--- src/rtl/time_base_ctrl.sv ---
// time_base_ctrl: controller for the TIC/accumulator time base.
// Stages CPU-written divider values and commits them only on period
// boundaries. It also counts TICs and manages the accumulator interrupt
// flag with ack/overrun tracking. Optional feature macro: TIC_SLEW_EN
// (IDLE/ARMED/SLEWING FSM that stretches or shrinks one TIC period).
// Handshake note: every strobe input (wr_en, accum_ack, *_enable) is a
// single-cycle pulse sampled at the rising edge; there is no back-pressure.
module time_base_ctrl #(
  parameter logic [23:0] DEF_TIC_DIVIDE   = 24'h18F9BF,
  parameter logic [23:0] DEF_ACCUM_DIVIDE = 24'h00398A,
  parameter int          IDX_W            = 32
) (
  input  logic             clk,
  input  logic             rstn,
  input  logic             wr_en,
  input  logic [1:0]       wr_addr,
  input  logic [23:0]      wr_data,
  input  logic             pre_tic_enable,
  input  logic             tic_enable,
  input  logic             accum_enable,
  input  logic             accum_ack,
  output logic [23:0]      tic_divide,
  output logic [23:0]      accum_divide,
  output logic [IDX_W-1:0] tic_index,
  output logic             accum_int,
  output logic             accum_overrun,
  output logic             tic_pend,
  output logic             accum_pend,
  output logic             slew_busy
);

  // Register decode.
  logic wr_tic, wr_accum, wr_ctrl;
  logic clr_idx, clr_ovr;
  logic [23:0] tic_stage;
  logic [23:0] accum_stage;

  assign wr_tic   = wr_en && (wr_addr == 2'd0);
  assign wr_accum = wr_en && (wr_addr == 2'd1);
  assign wr_ctrl  = wr_en && (wr_addr == 2'd3);
  assign clr_idx  = wr_ctrl && wr_data[0];
  assign clr_ovr  = wr_ctrl && wr_data[1];

`ifdef TIC_SLEW_EN
  typedef enum logic [1:0] {
    IDLE    = 2'd0,
    ARMED   = 2'd1,
    SLEWING = 2'd2
  } slew_state_e;

  slew_state_e state_q, state_d;
  logic [23:0] slew_val;
  logic [23:0] tic_nom;
  logic        wr_slew;
  logic        abort;

  assign wr_slew   = wr_en && (wr_addr == 2'd2);
  assign abort     = wr_ctrl && wr_data[2];
  assign slew_busy = (state_q != IDLE);

  // Slew FSM state register.
  always_ff @(posedge clk) begin
    if (!rstn) state_q <= IDLE;
    else       state_q <= state_d;
  end

  // Slew FSM next state: arm on a slew write, apply for exactly one TIC.
  always_comb begin
    state_d = state_q;
    case (state_q)
      IDLE:    if (wr_slew) state_d = ARMED;
      ARMED: begin
        if (tic_enable) state_d = SLEWING;
        else if (abort) state_d = IDLE;
      end
      SLEWING: if (tic_enable) state_d = IDLE;
      default: state_d = IDLE;
    endcase
  end

  // Slew value is captured only when a new slew is being armed.
  always_ff @(posedge clk) begin
    if (!rstn)                            slew_val <= '0;
    else if ((state_q == IDLE) && wr_slew) slew_val <= wr_data;
  end

  // TIC divider path: commits at TIC boundaries, slew overrides one period.
  always_ff @(posedge clk) begin
    if (!rstn) begin
      tic_divide <= DEF_TIC_DIVIDE;
      tic_nom    <= DEF_TIC_DIVIDE;
      tic_stage  <= DEF_TIC_DIVIDE;
      tic_pend   <= 1'b0;
    end else begin
      if (tic_enable) begin
        case (state_q)
          IDLE: begin
            if (tic_pend) begin
              tic_nom    <= tic_stage;
              tic_divide <= tic_stage;
              tic_pend   <= 1'b0;
            end
          end
          ARMED: tic_divide <= slew_val;
          SLEWING: begin
            if (tic_pend) begin
              tic_nom    <= tic_stage;
              tic_divide <= tic_stage;
              tic_pend   <= 1'b0;
            end else begin
              tic_divide <= tic_nom;
            end
          end
          default: ;
        endcase
      end
      // A write in the commit cycle re-stages after the old stage is used.
      if (wr_tic) begin
        tic_stage <= wr_data;
        tic_pend  <= 1'b1;
      end
    end
  end
`else
  assign slew_busy = 1'b0;

  // TIC divider path: staged value commits at the next TIC boundary.
  always_ff @(posedge clk) begin
    if (!rstn) begin
      tic_divide <= DEF_TIC_DIVIDE;
      tic_stage  <= DEF_TIC_DIVIDE;
      tic_pend   <= 1'b0;
    end else begin
      if (tic_enable && tic_pend) begin
        tic_divide <= tic_stage;
        tic_pend   <= 1'b0;
      end
      // A write in the commit cycle re-stages after the old stage is used.
      if (wr_tic) begin
        tic_stage <= wr_data;
        tic_pend  <= 1'b1;
      end
    end
  end
`endif

  // Accum divider path: staged value commits at the next accum boundary.
  always_ff @(posedge clk) begin
    if (!rstn) begin
      accum_divide <= DEF_ACCUM_DIVIDE;
      accum_stage  <= DEF_ACCUM_DIVIDE;
      accum_pend   <= 1'b0;
    end else begin
      if (accum_enable && accum_pend) begin
        accum_divide <= accum_stage;
        accum_pend   <= 1'b0;
      end
      if (wr_accum) begin
        accum_stage <= wr_data;
        accum_pend  <= 1'b1;
      end
    end
  end

  // TIC counter: clear wins over a simultaneous increment; wraps naturally.
  always_ff @(posedge clk) begin
    if (!rstn)           tic_index <= '0;
    else if (clr_idx)    tic_index <= '0;
    else if (tic_enable) tic_index <= tic_index + IDX_W'(1);
  end

  // Accumulator interrupt flag with sticky overrun; set beats clear.
  always_ff @(posedge clk) begin
    if (!rstn) begin
      accum_int     <= 1'b0;
      accum_overrun <= 1'b0;
    end else begin
      if (accum_enable)   accum_int <= 1'b1;
      else if (accum_ack) accum_int <= 1'b0;

      if (accum_enable && accum_int && !accum_ack) accum_overrun <= 1'b1;
      else if (clr_ovr)                            accum_overrun <= 1'b0;
    end
  end

`ifndef SYNTHESIS
  // time_base contract: tic_enable is pre_tic_enable delayed by one clock.
  tic_follows_pre: assert property (@(posedge clk) disable iff (!rstn)
    tic_enable == $past(pre_tic_enable));
`endif

endmodule

--- config.mk ---
export PLATFORM = sky130hd
export DESIGN_NAME = time_base_ctrl
export DESIGN_NICKNAME = d
export VERILOG_FILES = /design/src/rtl/time_base_ctrl.sv
export SDC_FILE = /design/constraint.sdc
export NUM_CORES = 1
export LEC_CHECK = 0
export BUFFER_PORTS_ARGS = -buffer_cell sky130_fd_sc_hd__buf_2
export CORE_ASPECT_RATIO = 0.5
export CORE_MARGIN = 10
export CORE_UTILIZATION = 57
export DETAILED_ROUTE_END_ITERATION = 8
export GPL_TIMING_DRIVEN = 0
export PLACE_DENSITY = 0.88
export REMOVE_ABC_BUFFERS = 1
export SYNTH_ARGS = -nofsm -noshare
export SYNTH_HDL_FRONTEND = slang
export SYNTH_SLANG_ARGS = --single-unit
--- constraint.sdc ---
create_clock -name clk -period 4.7 [get_ports clk]
set_input_delay 0.47 -clock clk [delete_from_list [all_inputs] [get_ports clk]]
set_output_delay 0.47 -clock clk [all_outputs]
set_load 0.1 [all_outputs]
# After elaboration in Yosys (flattened, before gate mapping)
# Cells that the tools add are included.
dict set report word_totals {
  reg_bits 132
  word_cells 37
  input_bits 33
  out_inout_bits 85
}
dict set report op_classes {
  bitwise 1
  n_mux 8
  n_reduce_logical 16
  eq_ne 2
  add_sub_neg 1
}
# op count
set op_table {}
lappend op_table {{$add 32x1->32 const B} 1}
lappend op_table {{$logic_and 1x1->1} 9}
lappend op_table {{$mux 1} 8}
lappend op_table {{$reduce_bool 2->1} 4}
lappend op_table {{$eq 2x1->1 const B} 1}
lappend op_table {{$eq 2x2->1 const B} 1}
lappend op_table {{$logic_not 2->1} 1}
lappend op_table {{$reduce_or 2->1} 1}
lappend op_table {{$logic_not 1->1} 1}
lappend op_table {{$not 1->1} 1}

# Depth between registers and ports, before layout
# Gate-level depths: netlist (run 1).
dict set report logic_depth {
  word_depth 5
  depth_mapped 6
  depth_no_buf 5
}

# Worst setup path before layout (run 1)
# No wires, ideal clock.
dict set report synth_path {
  kind {register -> register}
  from {register tic_index[4]}
  to {register tic_index[20]}
  arrival_time_ps 2557
  t_required_ps 4630
  stages_incl_launch_ff 6
  n_path_buf 1
  setup_time_ps 70
  synth_period_minus_slack_ps 2627
  path_slack_ps 2073
  cell_sequence {dfxtp_1 -> nand3_2 -> or4_1 -> buf_2 -> or4_1 -> a21oi_1}
}
dict set report synth_via {
  elab_chain_len 1
}
# element line
set synth_lines {}
lappend synth_lines {{from (decl)} 24} ;# output logic [IDX_W-1:0] tic_index,
lappend synth_lines {{from (signal assigned)} 169} ;# else if (tic_enable) tic_index <= tic_index + IDX_W'(1);
lappend synth_lines {{$add 32x1->32} 169}
# Every way passes these cells.
# A chain may end at the register's enable or synchronous reset.

# Worst setup path in the final report (run 1)
dict set report layout_path {
  from {register tic_index[3]}
  to {register tic_index[24]}
}
# The elaborated chain is that of the path after synthesis.

==> results of run 1 <==
-- through the flow --
step | util | instances | power, mW | hold slack, ns | instance area [sq um]
2_1_floorplan | - | 587 | 1.309 | 0.4322 | 4807
3_3_place_gp | 0.6416 | 819 | 1.361 | 0.4373 | 5529
3_5_place_dp | 0.6436 | 820 | 1.366 | 0.4430 | 5547
4_1_cts | 0.7083 | 850 | 2.637 | 0.2694 | 6105
5_1_grt | 0.7089 | 852 | 2.709 | 0.2728 | 6110
6_report | 0.7089 | 852 | 2.621 | 0.2787 | 6110
-- worst paths after layout --
kind / from / slack, ns / cells past startpoint / end
max: tic_index[3] / 2.59 / 4 / tic_index[24]
min reg2reg: accum_stage[18] / 0.45 / 2 / accum_divide[18]
min: wr_data[5] / 0.28 / 3 / tic_stage[5]
max reg2reg: tic_index[3] / 2.59 / 4 / tic_index[24]
-- worst max-delay path, cell delays in order, from the launching register on --
cell     delay, ns
dfxtp_1       0.45
nand3_2       0.17
or4_1         0.69
or4_1         0.55
a21oi_1       0.16
-- where the power goes --
part | total (mW) | switching [mW] | internal (mW)
Clock | 1.27 | 0.448 | 0.827
Sequential | 1.16 | 0.0153 | 1.15
Combinational | 0.184 | 0.145 | 0.0390
-- kinds of logic after synthesis --
kind of cell             after synthesis
AND/OR/NAND/NOR                      337
flip-flops                           132
AO/OA/AOI/OAI                         99
buffers and inverters                 49
XOR/XNOR                               7
multiplexers                           3
adder cells (fa/ha/maj)                1
other                                  1
-- metal layers --
layer | share of wire | track usage
met5 | 0 | 0
met4 | 0.025 | 0.1043
met3 | 0.065 | 0.05388
met2 | 0.50 | 0.3428
met1 | 0.41 | 0.2388
-- registers in the layout, summed over array words and instances, names as in the netlist --
register,count
accum_stage,24
accum_int,1
tic_divide,24
accum_overrun,1
tic_index,32
accum_pend,1
tic_pend,1
accum_divide,24
tic_stage,24
-- cell usage after synthesis, types with 2 or more instances --
| library cell | count |
|---|---|
| o21ai_0 | 14 |
| nand4_1 | 11 |
| inv_1 | 7 |
| clkbuf_1 | 32 |
| buf_6 | 2 |
| buf_1 | 3 |
| a21oi_1 | 76 |
| nand3_1 | 51 |
| and4_1 | 2 |
| or3_1 | 15 |
| xnor2_1 | 3 |
| o31ai_1 | 8 |
| nor2_1 | 14 |
| dfxtp_1 | 132 |
| buf_2 | 2 |
| nand2_1 | 211 |
| nand2b_1 | 3 |
| nor4_1 | 3 |
| and2_1 | 4 |
| and3_1 | 3 |
| mux2i_1 | 3 |
| buf_4 | 2 |
| xor2_1 | 4 |
| or4_1 | 13 |
| or2_2 | 2 |
-- final cells by class --
cell class | instances | area (sq um) | share of cell area
sequential | 132 | 2643 | 0.4325
multi-input combinational | 448 | 2141 | 0.3504
timing repair buffer | 116 | 590.6 | 0.09666
clock buffer | 25 | 455.4 | 0.07454
tap | 117 | 146.4 | 0.02396
clock inverter | 5 | 102.6 | 0.01679
inverter | 7 | 26.28 | 0.004301
antenna | 2 | 5.005 | 0.0008192
==> out/metrics.csv, run 1 <==
stage;metric;value;unit
clock_tree;clk_path_buf_depth;2;
grt;grt-ovfl-total;0;
drt;first_pass_iters;5;
timing;fin_tns_setup;0;ns
synthesis;synthXorXnorAreaFrac;0.01227;
placed_design;pre_cts_slack;2.321;ns
clock_tree;cts_resized;0;
grt;grt_pass1_vias;4461;
floorplan;chipWidth;152.4;microns
worst_setup_path;required;5.02;ns
layout;drive_above_1_share;0.1978;
synthesis;yosys_warnings;0;
clock_tree;clockRootBuffer;clkbuf_16;
placed_design;place_congestion;0.7722;
synthesis;syn_area_per_cell;7.941;sq um
worst_setup_path;cp.arrival;2.42;ns
clock_tree;clkLatencyLatePin;0.41;ns
layout;mostFrequentLayoutCells;211 x nand2_1, 132 x dfxtp_1, 115 x buf_2;
flow_run;drv_cap;0;
min_path;hp-class;input port to flip-flop;
synthesis;ys_seq_area_frac;0.5291;
worst_setup_path;critPathCaptureType;flip-flop;
power;cellPowerDensity;429.0;nW/um^2
power;power_leakage;2.537;nW
placed_design;port_buffers;115;
timing;fin_ws;2.591;ns
drt;wire_per_inst;15.82;microns
synthesis;synth_ff_type;dfxtp_1;
synthesis;syn-cell-area;4995;sq um
clock_tree;cts_tree;built;
floorplan;initial_utilization;0.5796;
timing;skew;0.007713;ns
synthesis;yosys.area.top_type;dfxtp_1;
synthesis;ys_ff_latch;132;
floorplan;rows;24;
synthesis;synth_area_leaders;dfxtp_1 53%, nand2_1 16%, a21oi_1 7.6%;
synthesis;synth_top_area_frac;0.5291;
timing;worst_pin_slew;1.026;ns
floorplan;fp.dieH;86.19;microns
clock_tree;htreeDepth;4;
drt;drtIter0Drc;289;
worst_setup_path;start_kind;flip-flop;
clock_tree;cts_made_buffers;17;
drt;drc;0;
synthesis;synthAdderAreaFrac;0.002505;
layout;final_nets;756;
grt;grtUsageTotal;0.2036;
clock_tree;cts_hold_buffers;0;
power;irDropWorstVdd;0.2567;mV
worst_setup_path;crit_fanout;10;
placed_design;hpwl;8.685;mm
timing;period_share;0.4488;
timing;max_freq;0.4741;GHz
worst_setup_path;path_class;flip-flop to flip-flop;
grt;antenna_found_initial;1;
grt;grt_max_degree;57;
timing;timing.final.crit_period;2.109;ns
clock_tree;post_cts_buffers;0;
synthesis;ys_types;34;
synthesis;synth_cells;629;
drt;wl;13.48;mm
drt;ant_nets;0;
synthesis;synth_top_family_by_area;simple AND/OR/NAND/NOR gates;
synthesis;synth_edf_count;0;
timing;grt_setup_unrepaired;no;
synthesis;async_reset_ff_frac;0;
layout;fill_cells;680;
clock_tree;clock_sinks;132;
drt;dr_total_vias;4688;
layout;area_growth;22.32;%
timing;relSlewSlack;0.3141;
clock_tree;path_clk_slew;0.05;ns
floorplan;io_pins;118;
synthesis;synth-simple-area-share;0.3029;
synthesis;synth-compound-area-share;0.1037;
floorplan;die_area;13130;sq um
drt;via_per_inst;5.502;
timing;slew_violations;0;
timing;hold_viol_final;0;
timing;finalSetupViolations;0;
floorplan;core_area;8618;sq um
grt;grt_first_pass_wirelength;22.05;mm
outcome;status;complete, no violations;
synthesis;synthMuxAreaShare;0.006012;
layout;layout_commonest_cell;nand2_1;
Note: power is estimated with default switching activity, not from simulation.
==> run 2, diff against run 1 <==
--- a/config.mk
+++ b/config.mk
@@ -8,10 +8,10 @@
 export BUFFER_PORTS_ARGS = -buffer_cell sky130_fd_sc_hd__buf_2
 export CORE_ASPECT_RATIO = 0.5
 export CORE_MARGIN = 10
-export CORE_UTILIZATION = 57
+export CORE_UTILIZATION = 53
 export DETAILED_ROUTE_END_ITERATION = 8
 export GPL_TIMING_DRIVEN = 0
-export PLACE_DENSITY = 0.88
+export PLACE_DENSITY = 0.83
 export REMOVE_ABC_BUFFERS = 1
 export SYNTH_ARGS = -nofsm -noshare
 export SYNTH_HDL_FRONTEND = slang
==> constraint.sdc (replaced) <==
create_clock -name clk -period 2.2 [get_ports clk]
set_input_delay 0.22 -clock clk [delete_from_list [all_inputs] [get_ports clk]]
set_output_delay 0.22 -clock clk [all_outputs]
set_load 0.1 [all_outputs]
==> run 2 against run 1 <==
Die area increased by 6.2%. Worst hold slack got worse by 0.23 ns. First-iteration DRC count unchanged. Register-to-register slack got worse by 2.4 ns. Wire length decreased by 2.3%. Sequential share of layout area increased by 0.16 points. Sequential power increased by 110%. Non-clock buffer count unchanged. Clock power increased by 100%. Critical endpoint is now tic_index[22].
==> out/metrics.csv, run 2 (synthesized netlist as in run 1, its figures left out) <==
stage;metric;value;unit;change
outcome;status;complete, no violations;;
worst_setup_path;cp_num_buf_inv;0;;unchanged
drt;wl;13.17;mm;-2.3%
floorplan;initial_utilization;0.5582;;-0.02139
power;p_int;4.148;mW;+110%
floorplan;fp.dieH;88.65;microns;+2.8%
layout;seqCellArea;2643;sq um;unchanged
clock_tree;post_cts_buffers;0;;unchanged
worst_setup_path;critPathCaptureType;flip-flop;;
grt;grt_first_pass_wirelength;20.42;mm;-7.4%
layout;layout_commonest_cell;nand2_1;;
layout;largest_reg_flops;32;;unchanged
clock_tree;cts_resized;0;;unchanged
floorplan;io_pins;118;;unchanged
drt;first_pass_iters;5;;unchanged
timing;timing.final.crit_period;2.000;ns;-0.1095 ns
clock_tree;clkLatencyLatePin;0.40;ns;about the same
worst_setup_path;ff2ff_setup_slack;0.20;ns;-2.39 ns
worst_setup_path;crit_fanout;11;;+1
layout;area_growth;21.87;%;
timing;finalSetupViolations;0;;unchanged
worst_setup_path;cp.arrival;2.30;ns;-0.12 ns
timing;max_freq;0.5001;GHz;+5.5%
flow_run;drv_cap;0;;unchanged
timing;relSlewSlack;0.2955;;-0.01859
grt;grt_max_degree;57;;unchanged
timing;grt_setup_unrepaired;no;;
timing;worst_pin_slew;1.057;ns;+0.03037 ns
power;combPwrFrac;0.072;;+0.002
placed_design;port_buffers;115;;unchanged
power;p_switching;1.272;mW;+110%
timing;slew_violations;0;;unchanged
worst_setup_path;r2r-start;tic_index[0];;
worst_setup_path;path_class;flip-flop to flip-flop;;
layout;final_util;0.6802;;-0.02869
worst_setup_path;path_depth;5;;+1
layout;drive_above_1_share;0.2063;;+0.008467
grt;antenna_found_initial;1;;unchanged
layout;final_nets;756;;unchanged
power;seqPwrFrac;0.458;;+0.014
floorplan;chipWidth;157.3;microns;+3.2%
grt;grt-ovfl-total;0;;unchanged
layout;fill_cells;752;;+11%
timing;skew;0.006373;ns;-0.001339 ns
layout;mostFrequentLayoutCells;211 x nand2_1, 132 x dfxtp_1, 115 x buf_2;;
clock_tree;clk_path_buf_depth;2;;unchanged
worst_setup_path;cpMaxStageDelayCell;or4_1;;
placed_design;hpwl;8.585;mm;-1.2%
drt;drtIter0Drc;289;;unchanged
drt;wire_per_inst;15.51;microns;-1.9%
timing;hold_viol_final;0;;unchanged
power;power_leakage;2.544;nW;+0.24%
worst_setup_path;cpPeakStageDelay;0.59;ns;-0.10 ns
clock_tree;cts_hold_buffers;0;;unchanged
clock_tree;path_clk_slew;0.05;ns;about the same
floorplan;core_area;8949;sq um;+3.8%
worst_setup_path;crit_end;tic_index[22];;
layout;top_register;tic_index;;
min_path;hp-class;input port to flip-flop;;
power;p_clk_frac;0.470;;-0.016
min_path;hold_path.startpoint;wr_data[11];;
clock_tree;cts_tree;built;;
worst_setup_path;start_kind;flip-flop;;
power;sw_frac_of_total;0.2347;;+0.002602
worst_setup_path;path_cells;ha_1 > nand3_1 > or4_1 > or3_1 > a21oi_1;;
clock_tree;clock_sinks;132;;unchanged
layout;antenna_cells;0;;-2
timing;period_share;0.9089;;+0.4602
worst_setup_path;required;2.50;ns;-2.52 ns
power;irDropWorstVdd;0.5689;mV;+120%
worst_setup_path;crit_path_start;tic_index[0];;
clock_tree;clockRootBuffer;clkbuf_16;;
clock_tree;cts_made_buffers;17;;unchanged
floorplan;die_area;13940;sq um;+6.2%
placed_design;placed_area;5547;sq um;unchanged
floorplan;rows;24;;unchanged
clock_tree;htreeDepth;4;;unchanged
drt;dr_total_vias;4614;;-1.6%
placed_design;place_congestion;0.8171;;+5.8%
grt;grt_pass1_vias;4199;;-5.9%
worst_setup_path;r2r_cells;5;;+1
drt;drc;0;;unchanged
worst_setup_path;crit_family;simple AND/OR/NAND/NOR gates;;
drt;ant_nets;0;;unchanged
power;cellPowerDensity;890.3;nW/um^2;+110%
worst_setup_path;r2r-end;tic_index[22];;
layout;fin_area;6087;sq um;-0.37%
drt;via_per_inst;5.435;;-1.2%
grt;grtUsageTotal;0.1808;;-0.02278
layout;multi_input_area;2148;sq um;+0.35%
[run 2: per-layer routing]
metal	vias up	track usage	part of all wire
met3	13	0.05230	0.067
met2	121	0.3241	0.50
met1	2184	0.2039	0.41
met5	-	0	0.0013
li1	2294	-	-
met4	2	0.06577	0.012
[run 2: worst reg2reg max path, delay by kind of cell (launching register included)]
kind	cells	cell delay (ns)
simple gates	3	1.08
flops	1	0.41
fa+ha+maj	1	0.28
compound gates	1	0.14
[run 2: power by group through the flow]
stage | sequential, mW | combinational (mW) | clock, mW
finish | 2.48 | 0.388 | 2.55
global route | 2.49 | 0.419 | 2.71
CTS | 2.48 | 0.391 | 2.58
detailed placement | 2.53 | 0.389 | 0
global placement | 2.53 | 0.381 | 0
floorplan | 2.67 | 0.126 | 0
[run 2: worst min-delay path by stage]
stage | endpoint | slack (ns) | cells past startpoint
3_5_place_dp | accum_divide[18] | 0.44 | 2
5_1_grt | tic_stage[14] | 0.05 | 3
2_1_floorplan | accum_divide[11] | 0.29 | 1
3_3_place_gp | tic_divide[21] | 0.44 | 2
4_1_cts | accum_stage[11] | 0.04 | 3
6_report | accum_stage[11] | 0.04 | 3
[run 2: per-stage QoR]
stage | hold slack (ns) | worst slack, ns | setup TNS, ns | power [mW] | std cells
floorplan | 0.2918 | -0.4471 | -6.572 | 2.797 | 587
CTS | 0.03637 | 0.09022 | 0 | 5.452 | 849
global route | 0.05318 | 0.04374 | 0 | 5.613 | 849
global placement | 0.4360 | -0.09997 | -4.907 | 2.909 | 819
detailed placement | 0.4432 | 0.04273 | 0 | 2.920 | 820
finish | 0.04421 | 0.2004 | 0 | 5.420 | 849
[run 2: final cells by class]
class,count,share of cell area
Clock inverter,6,0.009044
Clock buffer,23,0.07852
Multi-Input combinational cell,448,0.3529
Tap cell,117,0.02405
Sequential cell,132,0.4341
Inverter,7,0.004317
Timing Repair Buffer,116,0.09702
==> run 3, diff against run 2 <==
--- a/config.mk
+++ b/config.mk
@@ -8,10 +8,11 @@
 export BUFFER_PORTS_ARGS = -buffer_cell sky130_fd_sc_hd__buf_2
 export CORE_ASPECT_RATIO = 0.5
 export CORE_MARGIN = 10
-export CORE_UTILIZATION = 53
+export CORE_UTILIZATION = 48
+export CTS_CLUSTER_DIAMETER = 40
 export DETAILED_ROUTE_END_ITERATION = 8
 export GPL_TIMING_DRIVEN = 0
-export PLACE_DENSITY = 0.83
+export PLACE_DENSITY = 0.75
 export REMOVE_ABC_BUFFERS = 1
 export SYNTH_ARGS = -nofsm -noshare
 export SYNTH_HDL_FRONTEND = slang
==> constraint.sdc (replaced) <==
create_clock -name clk -period 1.6 [get_ports clk]
set_input_delay 0.16 -clock clk [delete_from_list [all_inputs] [get_ports clk]]
set_output_delay 0.16 -clock clk [all_outputs]
set_load 0.1 [all_outputs]
==> run 3 against run 2 <==
The flow now finishes with violations (negative setup slack). Design area increased by 12%. Critical endpoint is now tic_index[27]. Setup slack got worse by 0.51 ns. Sequential power increased by 37%.
==> out/metrics.csv, run 3 (synthesized netlist as in run 1, its figures left out) <==
stage;metric;value;unit;change
outcome;status;finished with violations;;
outcome;violations;negative setup slack;;
grt;grt-ovfl-total;0;;unchanged
timing;relSlewSlack;0.3463;;+0.05085
drt;ant_nets;0;;unchanged
timing;timing.final.crit_period;1.911;ns;-0.08890 ns
power;seqPwrFrac;0.412;;-0.046
placed_design;place_congestion;0.8142;;-0.35%
worst_setup_path;path_class;flip-flop to flip-flop;;
layout;top_register;tic_index;;
min_path;hp-class;input port to flip-flop;;
power;combPwrFrac;0.068;;-0.004
drt;first_pass_iters;5;;unchanged
timing;finalSetupViolations;22;;+22
floorplan;chipWidth;164.3;microns;+4.4%
drt;wl;14.79;mm;+12%
timing;fin_ws;-0.3107;ns;-0.5111 ns
floorplan;initial_utilization;0.4905;;-0.06763
power;p_switching;1.921;mW;+51%
power;cellPowerDensity;1211;nW/um^2;+36%
grt;grt_max_degree;57;;unchanged
placed_design;port_buffers;115;;unchanged
timing;skew;0.01223;ns;+0.005859 ns
timing;worst_pin_slew;0.9795;ns;-0.07733 ns
clock_tree;clockRootBuffer;clkbuf_16;;
floorplan;fp.dieH;92.13;microns;+3.9%
layout;final_cell_count_no_fill;918;;+8.1%
drt;via_per_inst;5.321;;-2.1%
layout;antenna_cells;0;;unchanged
power;p_int;6.325;mW;+52%
power;sw_frac_of_total;0.2330;;-0.001674
drt;drc;0;;unchanged
layout;fin_area;6810;sq um;+12%
layout;drive_above_1_share;0.2943;;+0.08806
placed_design;pre_cts_slack;-0.4711;ns;-0.5139 ns
floorplan;io_pins;118;;unchanged
clock_tree;cts_tree;built;;
clock_tree;clock_sinks;132;;unchanged
grt;grt_pass1_vias;4612;;+9.8%
timing;period_share;1.194;;+0.2853
power;power_leakage;2.862;nW;+13%
grt;grtUsageTotal;0.1875;;+0.006664
drt;dr_total_vias;4885;;+5.9%
worst_setup_path;start_kind;flip-flop;;
timing;max_freq;0.5234;GHz;+4.7%
layout;final_nets;800;;+5.8%
drt;drtIter0Drc;495;;+71%
placed_design;hpwl;8.778;mm;+2.2%
timing;slew_violations;0;;unchanged
clock_tree;path_clk_slew;0.06;ns;about the same
timing;hold_viol_final;0;;unchanged
flow_run;drv_cap;0;;unchanged
power;irDropWorstVdd;0.8675;mV;+52%
placed_design;placed_area;5560;sq um;+0.25%
worst_setup_path;critPathCaptureType;flip-flop;;
worst_setup_path;required;1.92;ns;-0.58 ns
floorplan;core_area;10180;sq um;+14%
grt;antenna_found_initial;0;;-1
timing;grt_setup_unrepaired;yes;;
timing;fin_tns_setup;-4.513;ns;-4.513 ns
clock_tree;cts_made_buffers;17;;unchanged
power;p_clk_frac;0.520;;+0.050
worst_setup_path;crit_fanout;5;;-6
placed_design;placed_cells;842;;+2.7%
clock_tree;clkLatencyLatePin;0.41;ns;about the same
layout;largest_reg_flops;32;;unchanged
layout;mostFrequentLayoutCells;208 x nand2_1, 117 x dfxtp_1, 113 x buf_2;;
layout;layout_commonest_cell;nand2_1;;
floorplan;rows;26;;+8.3%
clock_tree;clk_path_buf_depth;2;;unchanged
layout;area_growth;36.35;%;
drt;wire_per_inst;16.11;microns;+3.9%
grt;grt_first_pass_wirelength;23.23;mm;+14%
floorplan;die_area;15130;sq um;+8.5%
clock_tree;htreeDepth;4;;unchanged
worst_setup_path;cp.arrival;2.24;ns;-0.06 ns
## run 3: changes by cell type in the layout (fill, tap and decap cells not counted), sizes merged
| cell | before | now |
|---|---|---|
| bufinv | 1 | 5 |
| clkinvlp | 0 | 3 |
| clkinv | 5 | 4 |
| buf | 116 | 149 |
| dlygate4sd3 | 0 | 7 |
| or4 | 13 | 15 |
| clkbuf | 23 | 21 |
## run 3: cell type report
type,instances,area [sq um]
fill,813,3372
clock inverter,12,203.9
clock buffer,19,452.9
multi-input combinational,450,2297
timing repair buffer,158,960.9
tap,140,175.2
sequential,132,2694
inverter,7,26.28
## run 3: timing repair
action	in CTS	in global routing
setup endpoints to repair	22	54
hold endpoints to repair	8	0
cloned	2	0
hold buffers	7	0
pin swaps	22	9
gates resized for setup	58	13
setup buffers	31	5
## run 3: final timing paths
kind / startpoint / endpoint / slack (ns) / cells after the start
worst max register to register: tic_index[11] / tic_index[27] / -0.31 / 4
worst min register to register: accum_divide[22] / accum_divide[22] / 0.45 / 2
worst max-delay path: tic_index[11] / tic_index[27] / -0.31 / 4
worst min-delay path: wr_data[17] / accum_stage[17] / 0.01 / 3
## run 3: critical path, cell delays in order, from the launching register on
cell and delay [ns]:
dfxtp_4 0.37, nand4_1 0.22, or4_4 0.62, or4_4 0.50, a21oi_2 0.12
## run 3: through the flow
step | total power [mW] | hold WS, ns | utilization
global placement | 4.004 | 0.3932 | 0.5458
detailed placement | 4.013 | 0.4004 | 0.5461
CTS | 8.276 | 0.0005075 | 0.6605
global route | 8.508 | 0.01313 | 0.6688
floorplan | 3.846 | 0.2318 | -
finish | 8.246 | 0.01005 | 0.6688
## run 3: layer usage
layer  up-vias  share of wire  wire [microns]  track usage
li1       2410              -               -            -
met1      2268           0.42            6144       0.2260
met5         -              0               0            0
met2       172           0.49            7315       0.3101
met3        35          0.071            1051      0.04683
met4         0          0.019             281      0.08580
## run 3: power groups by stage
| stage | Combinational, mW | Clock [mW] | Sequential, mW |
|---|---|---|---|
| after floorplan | 0.173 | 0 | 3.67 |
| after global placement | 0.525 | 0 | 3.48 |
| after detailed placement | 0.531 | 0 | 3.48 |
| after CTS | 0.564 | 4.32 | 3.40 |
| after global routing | 0.608 | 4.50 | 3.40 |
| final | 0.564 | 4.29 | 3.40 |
